## src/rtl/plsc_timer_n.sv

```systemverilog
// plsc_timer_n: WIDTH-bit parallel-load timer with one-shot / periodic auto-reload; `PLSC_UPDOWN_EN adds the dir port (down-count).
// out and done are registered (one edge); tc is combinational so a following stage can use it as cten in the same cycle.
module plsc_timer_n #(
  parameter int WIDTH = 8
) (
  input  logic             clk,
  input  logic             clr_b,
  input  logic             cten,
  input  logic             load,
  input  logic [WIDTH-1:0] in,
  input  logic             mode,
`ifdef PLSC_UPDOWN_EN
  input  logic             dir,
`endif
  output logic [WIDTH-1:0] out,
  output logic             tc,
  output logic             done
);

  typedef enum logic [1:0] {
    S_IDLE = 2'd0,
    S_RUN  = 2'd1,
    S_DONE = 2'd2
  } state_t;

  state_t           state_q, state_d;
  logic [WIDTH-1:0] cnt_q, cnt_d;
  logic [WIDTH-1:0] rld_q, rld_d;
  logic             done_q, done_d;
  logic [WIDTH-1:0] term;
  logic [WIDTH-1:0] cnt_step;
  logic             at_term;

`ifdef PLSC_UPDOWN_EN
  // dir is not registered: flipping it mid-run moves TERM (and tc) in the same cycle
  assign term     = dir ? '0 : '1;
  assign cnt_step = dir ? (cnt_q - WIDTH'(1)) : (cnt_q + WIDTH'(1));
`else
  assign term     = '1;
  assign cnt_step = cnt_q + WIDTH'(1);
`endif

  assign at_term = (cnt_q == term);
  assign tc      = (state_q == S_RUN) & cten & ~load & at_term;
  assign out     = cnt_q;
  assign done    = done_q;

  always_comb begin
    state_d = state_q;
    cnt_d   = cnt_q;
    rld_d   = rld_q;
    done_d  = done_q;
    if (load) begin
      cnt_d   = in;
      rld_d   = in;
      state_d = S_RUN;
      done_d  = 1'b0;
    end else begin
      case (state_q)
        S_RUN: begin
          if (cten) begin
            if (!at_term) begin
              cnt_d = cnt_step;
            end else if (mode) begin
              cnt_d = rld_q;
            end else begin
              state_d = S_DONE;
              done_d  = 1'b1;
            end
          end
        end
        default: begin
          state_d = state_q;
        end
      endcase
    end
  end

  always_ff @(posedge clk) begin
    if (!clr_b) begin
      state_q <= S_IDLE;
      cnt_q   <= '0;
      rld_q   <= '0;
      done_q  <= 1'b0;
    end else begin
      state_q <= state_d;
      cnt_q   <= cnt_d;
      rld_q   <= rld_d;
      done_q  <= done_d;
    end
  end

endmodule

```

## config.mk

```make
export PLATFORM = sky130hd
export DESIGN_NAME = plsc_timer_n
export DESIGN_NICKNAME = d
export VERILOG_FILES = /design/src/rtl/plsc_timer_n.sv
export SDC_FILE = /design/constraint.sdc
export NUM_CORES = 1
export LEC_CHECK = 0
export ABC_AREA = 1
export BUFFER_PORTS_ARGS = -buffer_cell sky130_fd_sc_hd__buf_2
export CORE_MARGIN = 2
export CORE_UTILIZATION = 52
export DETAILED_ROUTE_END_ITERATION = 12
export PLACE_DENSITY_LB_ADDON = 0.15
export SLEW_MARGIN = 40
export SYNTH_ARGS = -nofsm -noshare
export SYNTH_HDL_FRONTEND = slang
export SYNTH_SLANG_ARGS = --single-unit
```

## constraint.sdc

```tcl
create_clock -name clk -period 1.6 [get_ports clk]
set_input_delay 0.24 -clock clk [delete_from_list [all_inputs] [get_ports clk]]
set_output_delay 0.24 -clock clk [all_outputs]
set_load 0.02 [all_outputs]
```

After elaboration in Yosys (flattened, before gate mapping)
Index checks and enable logic that the tools add are counted.
{"block": "totals", "ff_bits": 18, "in_bits": 13, "output_inout_bits": 10, "word_cells": 32}
{"block": "op_classes", "n_addsub": 1, "n_eq_ne": 4, "n_mux": 10, "n_bitwise": 6, "reduce_logical": 7}
{"op": "2-to-1 mux 8 bit", "n": 5}
{"op": "adder 8 x 1 -> 8 bit (second input constant)", "n": 1}
{"op": "== test 8 bit (second input constant)", "n": 1}
{"op": "AND reduction 4 bit", "n": 2}
{"op": "nonzero test 2 bit", "n": 3}
{"op": "2-to-1 mux 1 bit", "n": 5}
{"op": "AND 1 bit", "n": 3}
{"op": "!= test 3 bit (second input constant)", "n": 1}
{"op": "inverter 1 bit", "n": 3}
{"op": "AND reduction 3 bit", "n": 1}
{"op": "== test 2 x 1 -> 1 bit (second input constant)", "n": 1}
{"op": "!= test 2 bit (second input constant)", "n": 1}
{"op": "OR reduction 2 bit", "n": 1}

Logic depth before layout (Yosys ltp)
Gate-level depths: netlist (run 1).
{"block": "logic_depth", "word_depth": 5, "mapped_depth": 10, "mapped_depth_nobuf": 10}

Least setup slack after synthesis (run 1)
Ideal clock, no wire load.
{"block": "synth_path", "path_type": "register to output", "from": "reg cnt_q[0], in the netlist out[0]", "to": "out tc", "arrival_time_ns": 1.546, "t_required_ns": 1.360, "path_slack_ns": -0.186, "path_stages_with_launch": 6, "n_path_buf": 0, "cell_sequence": "dfxtp_1 > ha_1 > nand2_2 > nor2_8 > nand2_4 > nor3_1"}
{"block": "synth_via", "elab_chain_len": 2}
{"item": "from (decl)", "line_no": "27", "source": "logic [WIDTH-1:0] cnt_q, cnt_d;"}
{"item": "from (signal assigned)", "line_no": "87", "source": "cnt_q <= cnt_d;"}
{"item": "== test 8 bit", "line_no": "43", "source": "assign at_term = (cnt_q == term);"}
{"item": "AND 1 bit", "line_no": "44", "source": "assign tc = (state_q == S_RUN) & cten & ~load & at_term;"}
{"item": "to (decl)", "line_no": "16", "source": "output logic tc,"}
Every way passes these cells.

Worst setup path in the final report (run 1)
Same ends and word-level chain as after synthesis.

==> run summary, run 1 <==
RUN STATUS
----------------------------------------------------------------------------------------
Outcome ................................................................... finished, violations left
Violated checks ........................................................... negative setup slack

ROUTING
----------------------------------------------------------------------------------------
Overall routed net length .................................................      2.71 mm
First-pass iteration count of the detailed router .........................            4
DRC marker count from the first detailed-route iteration ..................           38
ANT nets after route ......................................................            0
Ratio of routed vias to standard cells ....................................         5.14
Post-DR wirelength/cell ...................................................      12.8 um
Number of vias after detailed routing .....................................         1090
Drt drc ...................................................................            0

CLOCK NETWORK
----------------------------------------------------------------------------------------
Clock transition at path regs .............................................      0.11 ns
Skew-Pair Late Insertion Delay ............................................      0.30 ns
Number of clock buffers inserted by TritonCTS .............................            3
CTS tree ..................................................................          yes
Number of buffers between clock root and the deepest sink .................            2
H-Tree Level Count ........................................................            1
CTS Root Buffer Type ......................................................     clkbuf_4
TritonCTS Sinks ...........................................................           18

LOGIC SYNTHESIS
----------------------------------------------------------------------------------------
Post-synthesis instance area ..............................................     1040 um2
Most repeated cell in the gate-level netlist after synthesis ..............      nand2_1
Post-synth ARST share .....................................................            0
Warning count from the yosys run ..........................................            0
Cells after synthesis .....................................................          153
Most common flop cell mapped by yosys .....................................      dfxtp_1
Yosys cell types ..........................................................           24
Top post-synthesis cells by count ......................................... nand2_1 (44), nor2_1 (21), dfxtp_1 (18), nand3_1 (16), inv_1 (13)
Sequential area share after synthesis .....................................        0.347
Syn Area/Cell .............................................................     6.80 um2
Syn_nets ..................................................................          167
Fraction of post-synthesis cell area in the top cell type by area .........        0.347
Post-synthesis cell type with the largest combined area ...................      dfxtp_1
Count of state elements after synthesis ...................................           18
Synth area leaders ........................................................ dfxtp_1 (35%), nand2_1 (16%), nand3_1 (7.7%), nor2_1 (7.6%), inv_1 (4.7%)
Post-synth EDFFs ..........................................................            0

WORST SETUP PATH
----------------------------------------------------------------------------------------
Crit path required time ...................................................      1.36 ns
Kind of end point of the critical path ....................................   output pin
Worst reg2reg path startpoint ............................................. out[0]$_SDFFE_PN0P_
Arrival time worst endpoint ...............................................      1.37 ns
Setup slack on the worst flop-to-flop path ................................      0.07 ns
Slowest stage cell on the critical path ...................................      dfxtp_2
Startpoint-to-endpoint class of the critical path .........................      reg2out
R2R cell count ............................................................           10
Launching element type of the critical path ...............................         flop
Crit-path max FO ..........................................................            9
Critical register-to-register path endpoint ............................... out[0]$_SDFFE_PN0P_
CP peak stage delay .......................................................      0.37 ns
List of cells traversed by the critical path .............................. ha_4 -> nand2_4 -> nor2_8 -> nand2_8 -> nor3_4 -> buf_6

JOB
----------------------------------------------------------------------------------------
Reported max-cap violation count ..........................................            0

PLACEMENT
----------------------------------------------------------------------------------------
RePlAce Congestion ........................................................        0.907
PortBufs ..................................................................           22
Setup Slack @ Placement ...................................................     0.106 ns
Total half-perimeter wirelength after legalization and detailed placement .      1.92 mm
Area of placed instances ..................................................     1190 um2

GLOBAL ROUTING
----------------------------------------------------------------------------------------
First-pass GRT wire length ................................................      4.62 mm
Vias in the first global route ............................................         1043
Leftover overflow at the end of global routing ............................            0
Tot GR Track Use ..........................................................        0.248
Maximum number of pins on one net before global-route repair ..............           14
Antenna violations before repair ..........................................            0

LAYOUT
----------------------------------------------------------------------------------------
Area of all placed cells without fillers ..................................     1330 um2
Ant diodes ................................................................            0
Number of nets at the end of the flow .....................................          200
Fraction of layout cells with a size suffix above 1 .......................        0.314
Layout area overhead ......................................................        28.0%
Total of fill cells in the finished design ................................          181
Finished Core Util ........................................................        0.693

FLOORPLAN
----------------------------------------------------------------------------------------
I/O pin count .............................................................           23
Area enclosed by the die boundary .........................................     2370 um2
Initial core utilization ..................................................        0.541
Number of rows created at floorplan .......................................           16
Horizontal extent of the die ..............................................      48.7 um
Core outline area .........................................................     1920 um2
Die H .....................................................................      48.7 um

PWR
----------------------------------------------------------------------------------------
Net Sw Power ..............................................................     0.324 mW
Worst voltage drop across the vdd grid ....................................     0.608 mV
Power density of the placed cells .........................................   777 nW/um2
Leak pwr ..................................................................     0.680 nW
Flop pwr share ............................................................        0.493
Switching power as a share of total power .................................        0.313
Relative contribution of the clock network to total power .................        0.282
Int Pwr ...................................................................     0.710 mW
Part of the power in combinational logic ..................................        0.225

TIMING
----------------------------------------------------------------------------------------
Hold Violations, Final ....................................................            0
Setup repair after global routing missed its margin .......................         true
Post-layout worst setup margin ............................................   -0.0116 ns
Period utilization ........................................................         1.01
Max-Slew Margin vs Limit ..................................................        0.807
Pins over their slew limit ................................................            0
Min cycle time layout .....................................................      1.61 ns
Setup violators final .....................................................            1
Transition time at the pin with the least slew margin .....................     0.290 ns
Max Clk Rate ..............................................................      620 MHz
Final clock skew ..........................................................   0.00371 ns

HOLD PATH
----------------------------------------------------------------------------------------
HP Class ..................................................................       in2reg
Hold path endpoint ........................................................ rld_q[3]$_SDFFE_PN0P_
Source of the worst hold timing path ......................................        in[3]
Number of cells traversed by the worst hold path ..........................            3

layout by cell type (no fill, tap or decap):
cell type / n
nand3_2: 1
dfxtp_1: 12
nand2_1: 44
a21oi_2: 1
clkbuf_8: 1
nor2_8: 1
nand4_1: 3
nand2_4: 3
nand2_8: 1
xor2_1: 1
nand3_1: 16
ha_4: 1
o21ai_1: 7
buf_4: 10
buf_2: 21
nor3_4: 1
a21oi_1: 7
nor2_4: 3
inv_1: 13
dfxtp_2: 6
o21ai_0: 2
clkbuf_4: 3
nand3_4: 2
o21bai_1: 2
nor2_1: 20
buf_6: 1
inv_2: 2
what timing repair did:
action,in CTS,in global routing
pin swaps,3,2
endpoints found under the setup margin,1,1
resized for setup,10,6
setup buffers,3,2
hold buffers,0,0
critical path: cells and delay by family (launching register included):
kind / cells / cell delay (ns)
buffers and inverters: 1 / 0.14
flip-flops: 1 / 0.37
adder cells (fa/ha/maj): 1 / 0.15
AND/OR/NAND/NOR: 4 / 0.41
worst max-delay path by stage:
stage	start	endpoint	slack (ns)	cells after the start
after floorplan	out[0]$_SDFFE_PN0P_	tc	0.06	5
after global placement	out[1]$_SDFFE_PN0P_	tc	0.15	6
after detailed placement	out[1]$_SDFFE_PN0P_	tc	0.11	6
after CTS	out[0]$_SDFFE_PN0P_	tc	-0.04	6
after global routing	out[0]$_SDFFE_PN0P_	tc	-0.08	6
final	out[0]$_SDFFE_PN0P_	tc	-0.01	6
layout make-up:
class | count | area [um2] | share of cell area
inverter | 15 | 56.3 | 0.0423
sequential | 18 | 368 | 0.276
timing repair buffer | 32 | 191 | 0.144
tap | 27 | 33.8 | 0.0254
clock buffer | 4 | 36.3 | 0.0273
multi-input combinational | 116 | 646 | 0.485
power groups by stage:
stage / clock network (mW) / registers, mW / logic (mW)
floorplan: 0 / 0.536 / 0.121
detailed placement: 0 / 0.515 / 0.213
global placement: 0 / 0.513 / 0.210
finish: 0.291 / 0.510 / 0.232
CTS: 0.297 / 0.509 / 0.225
global route: 0.322 / 0.513 / 0.259
kinds of logic (layout without fill, tap and decap cells):
| family | Yosys count | after routing | share of synthesized area |
|---|---|---|---|
| AOI/OAI and AO/OA | 19 | 19 | 0.0999 |
| xor gates and xnor gates | 1 | 1 | 0.00843 |
| adders and majority gates | 1 | 1 | 0.0120 |
| buffers and inverters | 19 | 51 | 0.0903 |
| DFF | 18 | 18 | 0.347 |
| and+or+nand+nor | 95 | 95 | 0.443 |
metal layers:
metal | part of all wire | GRT usage | vias up
li1 | - | - | 554
met1 | 0.43 | 0.341 | 489
met2 | 0.49 | 0.402 | 39
met3 | 0.063 | 0.0278 | 8
met4 | 0.021 | 0.0857 | 0
met5 | 0 | 0 | -
sequential cells by signal (all words and copies together) (netlist names):
register	cells
done	1
out	8
rld_q	8
state_q	1
stage by stage:
stage               instances  TNS (ns)  total power [mW]  hold WS, ns
floorplan                 153         0             0.658        0.361
global placement          203         0             0.723        0.450
detailed placement        203         0             0.728        0.455
CTS                       210   -0.0443              1.03        0.135
global route              212    -0.112              1.09        0.142
finish                    212   -0.0116              1.03        0.154
No activity file was read; power rests on OpenSTA's default activity.
==> run 2: changes to the inputs <==
--- a/config.mk
+++ b/config.mk
@@ -12,3 +12,3 @@
 export DETAILED_ROUTE_END_ITERATION = 12
-export PLACE_DENSITY_LB_ADDON = 0.15
+export PLACE_DENSITY = 0.86
 export SLEW_MARGIN = 40
==> constraint.sdc (replaced) <==
create_clock -name clk -period 1.6 [get_ports clk]
set_input_delay 0.08 -clock clk [delete_from_list [all_inputs] [get_ports clk]]
set_output_delay 0.08 -clock clk [all_outputs]
set_load 0.02 [all_outputs]
==> run 2 against run 1 <==
Effect of this change:
- the run now ends clean
- die area unchanged
- register-to-register slack improved by 0.07 ns
- final cell count decreased by 0.94%
- via count decreased by 3.9%
- setup slack improved by 0.084 ns
- combinational power decreased by 11%
- critical endpoint unchanged
- non-clock buffer count decreased by 2
- largest power group unchanged
- largest cell class unchanged
- critical path depth unchanged
- total power decreased by 2.7%
- clock power decreased by 1%
==> run summary, run 2 (synthesized netlist as in run 1, its figures left out) <==
TIMING
----------------------------------------------------------------------------------------
Sum Neg Setup Slack .......................................................         0 ns
Min cycle time layout .....................................................      1.53 ns
Max Clk Rate ..............................................................      655 MHz
Hold Violations, Final ....................................................            0
Setup repair after global routing missed its margin .......................        false
Setup violators final .....................................................            0
Transition time at the pin with the least slew margin .....................     0.399 ns
Period utilization ........................................................        0.955
Pins over their slew limit ................................................            0
Max-Slew Margin vs Limit ..................................................        0.733
Final clock skew ..........................................................   0.00462 ns

CLOCK NETWORK
----------------------------------------------------------------------------------------
Clock transition at path regs .............................................      0.10 ns
TritonCTS Sinks ...........................................................           18
Skew-Pair Late Insertion Delay ............................................      0.30 ns
CTS Root Buffer Type ......................................................     clkbuf_4
H-Tree Level Count ........................................................            1
CTS tree ..................................................................          yes
Number of buffers between clock root and the deepest sink .................            2
Number of clock buffers inserted by TritonCTS .............................            3

FLOORPLAN
----------------------------------------------------------------------------------------
Die H .....................................................................      48.7 um
Horizontal extent of the die ..............................................      48.7 um
Number of rows created at floorplan .......................................           16
Area enclosed by the die boundary .........................................     2370 um2
Initial core utilization ..................................................        0.541
I/O pin count .............................................................           23
Core outline area .........................................................     1920 um2

LAYOUT
----------------------------------------------------------------------------------------
Number of nets at the end of the flow .....................................          198
Fraction of layout cells with a size suffix above 1 .......................        0.273
Total of fill cells in the finished design ................................          172
Layout area overhead ......................................................        22.7%
Commonest non-fill, non-tap cell in the layout ............................      nand2_1
Highest-count cells in the layout ignoring fill and taps .................. nand2_1 (44), nor2_1 (21), buf_2 (21)
Ant diodes ................................................................            0

PLACEMENT
----------------------------------------------------------------------------------------
Total half-perimeter wirelength after legalization and detailed placement .      1.70 mm
PortBufs ..................................................................           22
RePlAce Congestion ........................................................        0.918

WORST SETUP PATH
----------------------------------------------------------------------------------------
Arrival time worst endpoint ...............................................      1.45 ns
Launching element type of the critical path ...............................         flop
Crit-path max FO ..........................................................            9
Startpoint-to-endpoint class of the critical path .........................      reg2out
Kind of end point of the critical path ....................................   output pin
Crit path required time ...................................................      1.52 ns

ROUTING
----------------------------------------------------------------------------------------
DRC marker count from the first detailed-route iteration ..................           31
Drt drc ...................................................................            0
Number of vias after detailed routing .....................................         1047
Overall routed net length .................................................      2.39 mm
ANT nets after route ......................................................            0
Post-DR wirelength/cell ...................................................      11.4 um
First-pass iteration count of the detailed router .........................            4
Ratio of routed vias to standard cells ....................................         4.99

RUN STATUS
----------------------------------------------------------------------------------------
Outcome ................................................................... finished, final reports clean

PWR
----------------------------------------------------------------------------------------
Leak pwr ..................................................................     0.662 nW
Worst voltage drop across the vdd grid ....................................     0.599 mV
Power density of the placed cells .........................................   788 nW/um2
Sum of internal, switching and leakage power ..............................      1.01 mW

GLOBAL ROUTING
----------------------------------------------------------------------------------------
Antenna violations before repair ..........................................            0
Leftover overflow at the end of global routing ............................            0
Vias in the first global route ............................................          904
Maximum number of pins on one net before global-route repair ..............           16
Tot GR Track Use ..........................................................        0.212
First-pass GRT wire length ................................................      3.92 mm

HOLD PATH
----------------------------------------------------------------------------------------
HP Class ..................................................................       in2reg

JOB
----------------------------------------------------------------------------------------
Reported max-cap violation count ..........................................            0

run 2: per-stage QoR:
stage	cell area, um2	util	setup WS, ns	instances	hold WS (ns)
after floorplan	1040	-	0.0851	153	0.201
after global placement	1160	0.603	0.172	199	0.295
after detailed placement	1160	0.603	0.118	199	0.299
after CTS	1240	0.644	0.00786	207	0.0442
after global routing	1280	0.664	0.00834	210	0.0481
final	1280	0.664	0.0723	210	0.0487
run 2: cell type report:
cell class | count | area, um2 | area share
tap | 27 | 33.8 | 0.0265
inverter | 15 | 56.3 | 0.0441
sequential | 18 | 369 | 0.289
timing repair buffer | 30 | 178 | 0.139
multi-input combinational | 116 | 603 | 0.473
clock buffer | 4 | 36.3 | 0.0284
run 2: critical path, cell delays in order (launching register included):
cell	delay [ns]
dfxtp_4	0.38
ha_4	0.14
nand2_2	0.10
nor2_8	0.12
nand2_4	0.10
nor3_2	0.14
buf_4	0.16
run 2: path summary, 6_finish.rpt:
kind | startpoint | end | slack [ns] | cells after the start
worst max register to register | out[0]$_SDFFE_PN0P_ | out[0]$_SDFFE_PN0P_ | 0.14 | 9
worst max-delay path | out[0]$_SDFFE_PN0P_ | tc | 0.07 | 6
worst min-delay path | in[6] | rld_q[6]$_SDFFE_PN0P_ | 0.05 | 3
worst min register to register | rld_q[0]$_SDFFE_PN0P_ | rld_q[0]$_SDFFE_PN0P_ | 0.47 | 2
run 2: what timing repair did:
item,CTS,global route
hold buffers,2,0
buffers inserted,2,3
gates resized for setup,4,4
hold endpoints to repair,4,0
pin swaps,1,2
endpoints found under the setup margin,1,9
run 2: per-layer routing:
| metal | track usage | vias up | wire [um] |
|---|---|---|---|
| met4 | 0.100 | 0 | 47 |
| met5 | 0 | - | 0 |
| met3 | 0.0278 | 5 | 86 |
| li1 | - | 554 | - |
| met1 | 0.277 | 463 | 1120 |
| met2 | 0.345 | 25 | 1140 |
run 2: power by group:
part	total (mW)	internal, mW	switching, mW
sequential	0.513	0.480	0.0321
clock	0.287	0.139	0.147
combinational	0.206	0.0815	0.125
